`src/rtl/mlp_pkg.sv`:
```
// Shared MLP datapath definitions: controller stage encodings, lane geometry and slice helpers.
// The layer controller uses the same stage encodings.
package mlp_pkg;
  localparam int LANES     = 8;
  localparam int DW        = 9;
  localparam int ACC_WIDTH = 32;
  localparam int TM_LANES  = 4;

  typedef enum logic [2:0] {
    MULT_WAIT  = 3'd0,
    MULT_MULT  = 3'd1,
    MULT_ACC   = 3'd2,
    MULT_ACT   = 3'd3,
    MULT_NOACC = 3'd4
  } mult_stg_t;

  function automatic logic [DW-1:0] act_lane(input logic [TM_LANES*DW-1:0] word,
                                             input logic [1:0] idx);
    return word[idx*DW +: DW];
  endfunction

  // Reserved encodings 5-7 behave exactly like Wait.
  function automatic logic stg_is_wait(input logic [2:0] s);
    return (s == MULT_WAIT) || (s > MULT_NOACC);
  endfunction
endpackage

```
`src/rtl/mlp_mac_relu_datapath_if.sv`:
```
// Controller <-> MAC/ReLU datapath bus: stage control, BRAM read data and tensor write data.
interface mlp_mac_relu_datapath_if;
  logic [2:0]                                multStg;
  logic [7:0]                                shift;
  logic [mlp_pkg::LANES*mlp_pkg::DW-1:0]     wm_dout;
  logic [mlp_pkg::TM_LANES*mlp_pkg::DW-1:0]  tm_din;
  logic [1:0]                                tm_input_lane;
  logic                                      tm_output_group;
  logic [mlp_pkg::TM_LANES*mlp_pkg::DW-1:0]  tm_dout;
  logic                                      acc_ovf;

  modport master (
    output multStg, shift, wm_dout, tm_din, tm_input_lane, tm_output_group,
    input  tm_dout, acc_ovf
  );

  modport slave (
    input  multStg, shift, wm_dout, tm_din, tm_input_lane, tm_output_group,
    output tm_dout, acc_ovf
  );
endinterface

```
`src/rtl/mlp_mac_lane.sv`:
```
// One output neuron: 9x9 signed multiply, accumulate, arithmetic shift, ReLU, 9-bit reduction.
// MLP_SAT_EN selects saturating accumulate / clamped reduction; otherwise wrap / truncate.
module mlp_mac_lane #(
  parameter int ACC_WIDTH = mlp_pkg::ACC_WIDTH
) (
  input  logic                   clk,
  input  logic                   resetn,
  input  logic [2:0]             stg,
  input  logic [mlp_pkg::DW-1:0] weight,
  input  logic [mlp_pkg::DW-1:0] act,
  input  logic [7:0]             shift,
  output logic [mlp_pkg::DW-1:0] res,
  output logic                   ovf
);
  import mlp_pkg::*;

  localparam int PW = 2*DW;
  localparam int SW = ((ACC_WIDTH > PW) ? ACC_WIDTH : PW) + 1;

  logic signed [PW-1:0]        prod;
  logic signed [ACC_WIDTH-1:0] acc, acc_nxt, t, r;
  logic        [SW-1:0]        sum;
  logic        [DW-1:0]        red;
  logic                        add_ovf;

  // Sum one bit wider than either operand so overflow is visible as disagreeing upper bits.
  always_comb begin
    sum     = {{(SW-ACC_WIDTH){acc[ACC_WIDTH-1]}}, acc} + {{(SW-PW){prod[PW-1]}}, prod};
    add_ovf = !((&sum[SW-1:ACC_WIDTH-1]) || !(|sum[SW-1:ACC_WIDTH-1]));
`ifdef MLP_SAT_EN
    if (add_ovf)
      acc_nxt = sum[SW-1] ? {1'b1, {(ACC_WIDTH-1){1'b0}}} : {1'b0, {(ACC_WIDTH-1){1'b1}}};
    else
      acc_nxt = sum[ACC_WIDTH-1:0];
`else
    acc_nxt = sum[ACC_WIDTH-1:0];
`endif
  end

  always_comb begin
    if (int'(shift) >= ACC_WIDTH) t = {ACC_WIDTH{acc[ACC_WIDTH-1]}};
    else                          t = acc >>> shift;
    r = t[ACC_WIDTH-1] ? '0 : t;
`ifdef MLP_SAT_EN
    red = (|r[ACC_WIDTH-1:DW-1]) ? {1'b0, {(DW-1){1'b1}}} : r[DW-1:0];
`else
    red = r[DW-1:0];
`endif
  end

  assign ovf = (stg == MULT_ACC) && add_ovf;

  always_ff @(posedge clk) begin
    if (!resetn) begin
      prod <= '0;
      acc  <= '0;
      res  <= '0;
    end else begin
      case (stg)
        MULT_MULT:  prod <= $signed({{DW{weight[DW-1]}}, weight}) * $signed({{DW{act[DW-1]}}, act});
        MULT_NOACC: begin
          prod <= $signed({{DW{weight[DW-1]}}, weight}) * $signed({{DW{act[DW-1]}}, act});
          acc  <= '0;
        end
        MULT_ACC:   acc <= acc_nxt;
        MULT_ACT:   begin
          res <= red;
          acc <= '0;
        end
        default:    acc <= '0;
      endcase
    end
  end
endmodule

```
`src/rtl/mlp_mac_relu_datapath.sv`:
```
// 8-lane MAC/ReLU datapath behind the MLP layer controller; stage/lane aligned to BRAM read latency.
// MLP_SAT_EN (lane level) switches accumulate/reduction from wrap/truncate to saturate/clamp.
module mlp_mac_relu_datapath #(
  parameter int ACC_WIDTH = mlp_pkg::ACC_WIDTH
) (
  input  logic              clk,
  input  logic              resetn,
  mlp_mac_relu_datapath_if.slave bus
);
  import mlp_pkg::*;

  logic [2:0]                stg_d;
  logic [1:0]                lane_d;
  logic [DW-1:0]             act;
  logic [LANES-1:0]          lane_ovf;
  logic [LANES-1:0][DW-1:0]  res;
  logic                      ovf_q;

  // BRAM data arrives one cycle after the controller issues stage and address.
  always_ff @(posedge clk) begin
    if (!resetn) begin
      stg_d  <= MULT_WAIT;
      lane_d <= '0;
      ovf_q  <= 1'b0;
    end else begin
      stg_d  <= bus.multStg;
      lane_d <= bus.tm_input_lane;
      if (|lane_ovf)
        ovf_q <= 1'b1;
      else if (stg_is_wait(stg_d) && bus.multStg == MULT_MULT)
        ovf_q <= 1'b0;
    end
  end

  assign act = act_lane(bus.tm_din, lane_d);

  for (genvar k = 0; k < LANES; k++) begin : g_lane
    mlp_mac_lane #(.ACC_WIDTH(ACC_WIDTH)) u_lane (
      .clk    (clk),
      .resetn (resetn),
      .stg    (stg_d),
      .weight (bus.wm_dout[k*DW +: DW]),
      .act    (act),
      .shift  (bus.shift),
      .res    (res[k]),
      .ovf    (lane_ovf[k])
    );
  end

  assign bus.tm_dout = bus.tm_output_group ? res[7:4] : res[3:0];
  assign bus.acc_ovf = ovf_q;
endmodule

```
`src/flat_wrapper.sv`:
```
// flat-port wrapper written by rule: the top's interface ports become plain ports
module mlp_mac_relu_datapath_flat import mlp_pkg::*;
#(
  parameter int ACC_WIDTH = mlp_pkg::ACC_WIDTH
)
  (clk, resetn, bus_multStg, bus_shift, bus_wm_dout, bus_tm_din, bus_tm_input_lane, bus_tm_output_group, bus_tm_dout, bus_acc_ovf);
  mlp_mac_relu_datapath_if bus_i ();
  input  logic clk;
  input  logic resetn;
  input wire logic [$bits(bus_i.multStg)-1:0] bus_multStg;
  input wire logic [$bits(bus_i.shift)-1:0] bus_shift;
  input wire logic [$bits(bus_i.wm_dout)-1:0] bus_wm_dout;
  input wire logic [$bits(bus_i.tm_din)-1:0] bus_tm_din;
  input wire logic [$bits(bus_i.tm_input_lane)-1:0] bus_tm_input_lane;
  input wire logic [$bits(bus_i.tm_output_group)-1:0] bus_tm_output_group;
  output wire logic [$bits(bus_i.tm_dout)-1:0] bus_tm_dout;
  output wire logic [$bits(bus_i.acc_ovf)-1:0] bus_acc_ovf;
  assign bus_i.multStg = bus_multStg;
  assign bus_i.shift = bus_shift;
  assign bus_i.wm_dout = bus_wm_dout;
  assign bus_i.tm_din = bus_tm_din;
  assign bus_i.tm_input_lane = bus_tm_input_lane;
  assign bus_i.tm_output_group = bus_tm_output_group;
  assign bus_tm_dout = bus_i.tm_dout;
  assign bus_acc_ovf = bus_i.acc_ovf;
  mlp_mac_relu_datapath #(.ACC_WIDTH(ACC_WIDTH)) u_core (.clk(clk), .resetn(resetn), .bus(bus_i));
endmodule
```
`config.mk`:
```
export PLATFORM = sky130hd
export DESIGN_NAME = mlp_mac_relu_datapath_flat
export DESIGN_NICKNAME = d
export VERILOG_FILES = /design/src/rtl/mlp_pkg.sv /design/src/rtl/mlp_mac_relu_datapath_if.sv /design/src/rtl/mlp_mac_lane.sv /design/src/rtl/mlp_mac_relu_datapath.sv /design/src/flat_wrapper.sv
export SDC_FILE = /design/constraint.sdc
export NUM_CORES = 2
export LEC_CHECK = 0
export BUFFER_PORTS_ARGS = -buffer_cell sky130_fd_sc_hd__buf_2
export CAP_MARGIN = 5
export CORE_MARGIN = 5
export CORE_UTILIZATION = 40
export DETAILED_ROUTE_END_ITERATION = 12
export SETUP_SLACK_MARGIN = 0.05
export SKIP_LAST_GASP = 1
export SYNTH_ARGS = -nofsm -noshare
export SYNTH_HDL_FRONTEND = slang
export SYNTH_SLANG_ARGS = --single-unit
export TNS_END_PERCENT = 10
```
`constraint.sdc`:
```
create_clock -name clk -period 7.2 [get_ports clk]
set_clock_uncertainty 0.1 [all_clocks]
set_input_delay 1.44 -clock clk [delete_from_list [all_inputs] [get_ports clk]]
set_output_delay 1.44 -clock clk [all_outputs]
set_load 0.01 [all_outputs]
```
== Yosys cells after proc, flatten, opt, wreduce, memory -nomap -nowiden ==
Cells that the tools add are included.

* Register bits: 478
* Input port bits: 124
* Logic and storage cells: 141

* Add/sub/neg operators: 8
* Multipliers: 9
* Magnitude comparators: 2
* Eq/ne operators: 5
* Shifts and indexed selects: 9
* Muxes and demuxes: 27
* Reduce and logical (&&, ||, !) cells: 54

{| class="wikitable"
|+ Operators with widths
! kind !! count
|-
| case mux 32 bit (2 select lines) || 8
|-
| adder 32 x 18 -> 33 bit || 8
|-
| 2-to-1 mux 32 bit || 8
|-
| >>> shifter 32 x 8 -> 32 bit || 8
|-
| multiplier 9 x 9 -> 18 bit || 8
|-
| 2-to-1 mux 9 bit || 8
|-
| 2-to-1 mux 36 bit || 1
|-
| indexed part select 36 x 7 -> 9 bit || 1
|-
| OR reduction 2 bit || 9
|-
| zero test 1 bit || 16
|-
| AND reduction 2 bit || 8
|-
| logical AND 1 bit || 9
|-
| logical OR 1 bit || 9
|-
| >= comparator 8 x 6 -> 1 bit, second input constant || 1
|-
| OR reduction 8 bit || 1
|-
| == test 3 x 1 -> 1 bit, second input constant || 2
|-
| == test 3 x 2 -> 1 bit, second input constant || 2
|-
| multiplier 2 x 4 -> 6 bit, second input constant || 1
|-
| == test 3 bit, second input constant || 1
|-
| > comparator 3 bit, second input constant || 1
|-
| zero test 3 bit || 1
|-
| 2-to-1 mux 1 bit || 2
|-
| nonzero test 2 bit || 1
|}

== Longest topological paths before layout ==
* Depth in word-level cells: 8
* Depth in mapped cells: 29
* Gate-level depth less buffers: 25

== By module ==
From an unflattened synthesis, not the netlist that was laid out.

* Cells, all modules: 7593
* Area, all modules: 65252.6 um2

{| class="wikitable"
|+ Modules (own cells, without submodules)
! module !! instances !! cells each !! area an instance (um2) !! seq. area each (um2)
|-
| mlp_mac_lane at u_core.g_lane[0].u_lane ... || 2 || 920 || 8021.4 || 1181.1
|-
| mlp_mac_lane at u_core.g_lane[5].u_lane ... || 2 || 950 || 7995.2 || 1181.1
|-
| mlp_mac_lane at u_core.g_lane[3].u_lane || 1 || 951 || 8205.4 || 1181.1
|-
| mlp_mac_lane at u_core.g_lane[4].u_lane || 1 || 961 || 8100.3 || 1181.1
|-
| mlp_mac_lane at u_core.g_lane[7].u_lane || 1 || 946 || 8092.8 || 1181.1
|-
| mlp_mac_lane at u_core.g_lane[2].u_lane || 1 || 924 || 7978.9 || 1181.1
|-
| mlp_mac_relu_datapath || 1 || 71 || 842.1 || 120.1
|}

== Least setup slack after synthesis ==
No wires, ideal clock.

* Path type: input -> register
* From: input bus_tm_din[9]
* To: register u_core.g_lane[4].u_lane.prod[17]
* Library setup time: 0.116 ns
* Arrival time: 7.100 ns
* Required time: 6.984 ns
* Setup slack: -0.116 ns
* Stages on the path: 27
* Buffers on the path: 3
* Cells stage by stage: mux4_2 clkbuf_1 clkbuf_1 clkbuf_1 nand2_1 fa_1 inv_1 fa_1 ha_1 inv_1 fa_1 inv_1 ha_1 ha_1 fa_1 a21o_1 a21oi_1 o21bai_1 a21oi_1 o21bai_1 a21oi_1 nor2b_1 o21a_1 o41ai_1 xnor2_1 nand2_1 o211a_1

* Word-level cells in the longest chain between the ends: 2

{| class="wikitable"
|+ RTL lines
! item !! RTL line !! source
|-
| start, declared || flat_wrapper.sv:13 || <nowiki>input wire logic [$bits(bus_i.tm_din)-1:0] bus_tm_din;</nowiki>
|-
| indexed part select 36 x 7 -> 9 bit || mlp_pkg.sv:19 || <nowiki>return word[idx*DW +: DW];</nowiki>
|-
| multiplier 9 x 9 -> 18 bit || mlp_mac_lane.sv:60, mlp_mac_lane.sv:62 ||
|-
| end signal, assigned || mlp_mac_lane.sv:60 || <nowiki>MULT_MULT: prod <= $signed({{DW{weight[DW-1]}}, weight}) * $signed({{DW{act[DW-1]}}, act});</nowiki>
|-
| end signal, assigned || mlp_mac_lane.sv:62 || <nowiki>prod <= $signed({{DW{weight[DW-1]}}, weight}) * $signed({{DW{act[DW-1]}}, act});</nowiki>
|-
| end, declared || mlp_mac_lane.sv:20 || <nowiki>logic signed [PW-1:0] prod;</nowiki>
|}

No other way between the ends.
A chain may end at the register's enable or synchronous reset.

== Final worst setup path ==
* From: input bus_tm_din[18]
* To: register u_core.g_lane[6].u_lane.prod[17]

* Word-level cells in the longest chain between the ends: 2

{| class="wikitable"
|+ RTL lines
! item !! RTL line
|-
| indexed part select 36 x 7 -> 9 bit || mlp_pkg.sv:19
|-
| multiplier 9 x 9 -> 18 bit || mlp_mac_lane.sv:60, mlp_mac_lane.sv:62
|-
| end signal, assigned || mlp_mac_lane.sv:60
|-
| end signal, assigned || mlp_mac_lane.sv:62
|-
| end, declared || mlp_mac_lane.sv:20
|}

No other way between the ends.

==> metrics.md <==
| Metric | Value |
|---|---|
| Placement Cell Area | `66,500 um2` |
| Sequential share of the synthesized area | `~15%` |
| Total GRT Usage | `between 20% and 30%` |
| Vias per inst | `5.48` |
| Clock power frac | `between 10% and 20%` |
| CTS tree | `done` |
| Adder-cell area share of the yosys netlist | `29.1%` |
| Worst Path Arrival | `approximately 7.1 ns` |
| Synthesis-stage register bit count | `478` |
| Leak | `~0.032 uW` |
| Switching part of the total | `46.0%` |
| Nets@finish | `8,621` |
| Simple-Gate Fraction of Synth Area | `15.0%` |
| Clock buffer depth | `3` |
| Max_slew headroom | `-5.67%` |
| Fin cells | `between 9,000 and 10,000` |
| Synth async-reset ratio | `0%` |
| Register area | `about 9600 um2` |
| Initial Utilization | `around two fifths` |
| Dpl cells | `slightly above 9,000` |
| Number of global-route vias before repair | `51,696` |
| Top cell type by total area after synthesis | `fa_1` |
| Failing checks | `slew limit` |
| CP Launch Type | `primary input` |
| GRT overflow | `0` |
| Internal power | `about 13,000 uW` |
| Slew @ Worst Pin | `~1.6 ns` |
| Fin util | `approximately 44%` |
| Synthesis-to-layout area growth | `9.01%` |
| Maximum number of pins on one net before global-route repair | `195` |
| First-pass GRT wire length | `between 200,000 and 300,000 um` |
| Max Freq | `149 MHz` |
| Die width | `a little over 400 um` |
| Finish-stage setup viols | `0` |
| IO buf count | `160` |
| Worst Path Max Fanout | `19` |
| Worst vdd ir | `between 400 and 500 uV` |
| # fillers | `15,450` |
| Main combinational cell family by area after synthesis | `adder cells` |
| DIE HEIGHT | `approximately 400 um` |
| DRT iter0 DRCs | `3,690` |
| Die area | `about 170,000 um2` |
| Tcrit/Tclk final | `roughly 93%` |
| NetSw | `about 11,000 uW` |
| Setup TNS | `0 ns` |
| Most common flop cell mapped by yosys | `dfxtp_1` |
| Mapped Nets | `around 8,700` |
| Clock slew at reported path FFs | `0.06 ns` |
| Cts-stage hold buffer count | `0` |
| Yosys warns | `0` |
| Antenna violation net count after detailed routing | `0` |
| I/O pins | `roughly 160` |
| Cell variety after synth | `about 90` |
| Mapped Area | `~63,000 um2` |
| DRC Markers | `0` |
| Mapped Cells | `about 7,400` |
| Post-synth EDFFs | `0` |
| Combinational share of power | `between 70% and 80%` |
| Cell row count | `roughly 150` |
| Final Hold Fails | `0` |
| Top post-synthesis cells by area | `fa_1 (18%), dfxtp_1 (15%), ha_1 (11%), mux2i_1 (4.8%), nand2_1 (4.6%)` |
| Drt wl/cell | `18.8 um` |
| Root Driver | `clkbuf_16` |
| # Max-Cap Violations | `0` |
| Fin crit period | `6.71 ns` |
| Crit path capture type | `flop` |
| Initial antenna violation count | `12` |
| GP Congestion | `a little under 0.9` |
| Via count | `about 52,000` |
| Core Region | `157,000 um2` |
| Worst-skew pair later-pin latency | `about 0.65 ns` |
| Final instance area | `roughly 69,000 um2` |
| CTS buffer count | `66` |
| Outcome | `finished, violations left` |
| Mux cell area share after synthesis | `approximately 11%` |
| Hold WC Path Type | `flop to flop` |
| Power Density | `between 300 and 400 nW/um2` |
| RSZ-0062 raised after global routing | `false` |
| Critical Path RT | `7.63 ns` |
| Area occupied by multi-input gates | `~49,000 um2` |
| Post-Syn Area per Cell | `~8.5 um2` |
| Kind of critical path | `primary input to flop` |
| DR pass1 iterations | `6` |
| Pins Over Slew Limit | `82` |
| Htree depth | `3` |
| Clock Sinks | `~480` |
| Worst hold margin | `between 0.3 and 0.4 ns` |
| Layout cells sized above 1 | `about 11%` |
| Synth top area share | `between 10% and 20%` |
| Compound-Gate Fraction of Synth Area | `18.1%` |
| Xor/xnor share of the synthesized area | `between 5 and 6%` |
| Detailed Place HPWL | `136,000 um` |
| Reg power frac | `roughly an eighth` |
| Post-Route WL | `179,000 um` |
worst paths after layout:
path | depth (start not counted) | slack (ns) | to | from
max reg2reg | 26 | 0.81 | u_core.g_lane[6].u_lane.prod[17] | u_core.lane_d[0]
min reg2reg | 2 | 0.36 | u_core.g_lane[1].u_lane.res[2] | u_core.g_lane[1].u_lane.res[2]
max | 26 | 0.49 | u_core.g_lane[6].u_lane.prod[17] | bus_tm_din[18]
min | 2 | 0.36 | u_core.g_lane[1].u_lane.res[2] | u_core.g_lane[1].u_lane.res[2]
layer usage:
layer / routed length (um) / track usage, % / vias up
met5: 65 / 0 / -
met4: 4670 / 5.87 / 8
met3: 11800 / 3.60 / 206
met2: 74500 / 31.8 / 1370
met1: 87400 / 31.2 / 25102
li1: - / - / 25252
through the flow:
step / total power [uW] / setup WS (ns)
after floorplan: 15400 / 0.106
after global placement: 20900 / -0.133
after detailed placement: 21100 / -0.187
after CTS: 24800 / 0.491
after global routing: 27300 / 0.0781
final: 24600 / 0.488
repair_timing:
item | in CTS | in global routing
gates resized for setup | 0 | 1
setup endpoints to repair | 0 | 1
buffers inserted | 0 | 0
power by group through the flow:
stage | clock, uW | sequential [uW] | combinational (uW)
2_1_floorplan | 0 | 3110 | 12300
3_3_place_gp | 0 | 3300 | 17600
3_5_place_dp | 0 | 3300 | 17800
4_1_cts | 3540 | 3240 | 18000
5_1_grt | 3640 | 3280 | 20400
6_report | 3460 | 3260 | 17900
layout make-up:
class / instances / share of cell area (%)
clock buffer: 87 / 2.68
timing repair buffer: 350 / 3.67
antenna: 6 / 0.0218
inverter: 662 / 3.63
sequential: 478 / 13.9
tap: 2058 / 3.74
multi-input combinational: 5811 / 71.8
clock inverter: 32 / 0.589
worst max-delay path, cell delays in order:
cell      delay [ns]
buf_2           0.11
mux4_4          0.66
buf_12          0.20
nand2_1         0.12
fa_1            0.39
inv_1           0.08
fa_1            0.41
ha_1            0.29
inv_1           0.05
fa_1            0.47
inv_1           0.05
ha_1            0.28
ha_1            0.23
fa_1            0.46
a21o_1          0.17
a21oi_1         0.18
o21bai_1        0.09
a21oi_1         0.19
o21bai_1        0.09
a21oi_1         0.19
nor2b_1         0.07
o21a_1          0.19
o41ai_1         0.32
xnor2_1         0.17
nand2_1         0.07
o211a_1         0.15
cell usage after synthesis (140+ instances only):
cell type  number
mux2_2        237
a21o_1        148
mux2i_1       303
o21ai_0       500
clkbuf_1      333
nand2_1       776
xnor2_1       238
dfxtp_1       478
a22oi_1       238
and2_1        336
inv_1         659
nor2b_1       284
xor2_1        140
fa_1          568
ha_1          560
a21oi_1       356
nor2_1        311
flip-flops by register name, summed over array words and instances, names as in the netlist:
name and flops:
u_core.bus.acc_ovf 1, u_core.g_lane.u_lane.acc 256, u_core.g_lane.u_lane.prod 144, u_core.g_lane.u_lane.res 72, u_core.lane_d 2, u_core.stg_d 3
layout by cell type (no fill, tap or decap), types with 24 or more instances in the layout:
cell	instances
buf_2	156
nor3_1	35
a211oi_1	37
nand3_1	50
mux2_2	237
inv_1	659
mux4_2	46
dfxtp_1	478
nand2_1	775
a22oi_1	238
nand4_1	25
mux2i_1	303
nand2b_1	46
xnor2_1	238
a21o_1	148
o311ai_0	25
clkbuf_16	66
a21boi_0	88
and2_1	335
nor2b_1	283
o21ai_0	500
o21bai_1	71
a32oi_1	24
a31oi_1	25
a21oi_1	355
o211ai_1	63
fa_1	568
o21a_1	37
nor2_1	308
xor2_1	140
buf_4	170
ha_1	560
cell families after synthesis:
| kind of cell | after synthesis |
|---|---|
| mux | 587 |
| simple gates | 1952 |
| flops | 478 |
| xor+xnor | 378 |
| fa+ha+maj | 1128 |
| buf+inv | 1118 |
| compound gates | 1766 |
Power figures use the tool's default switching activity.
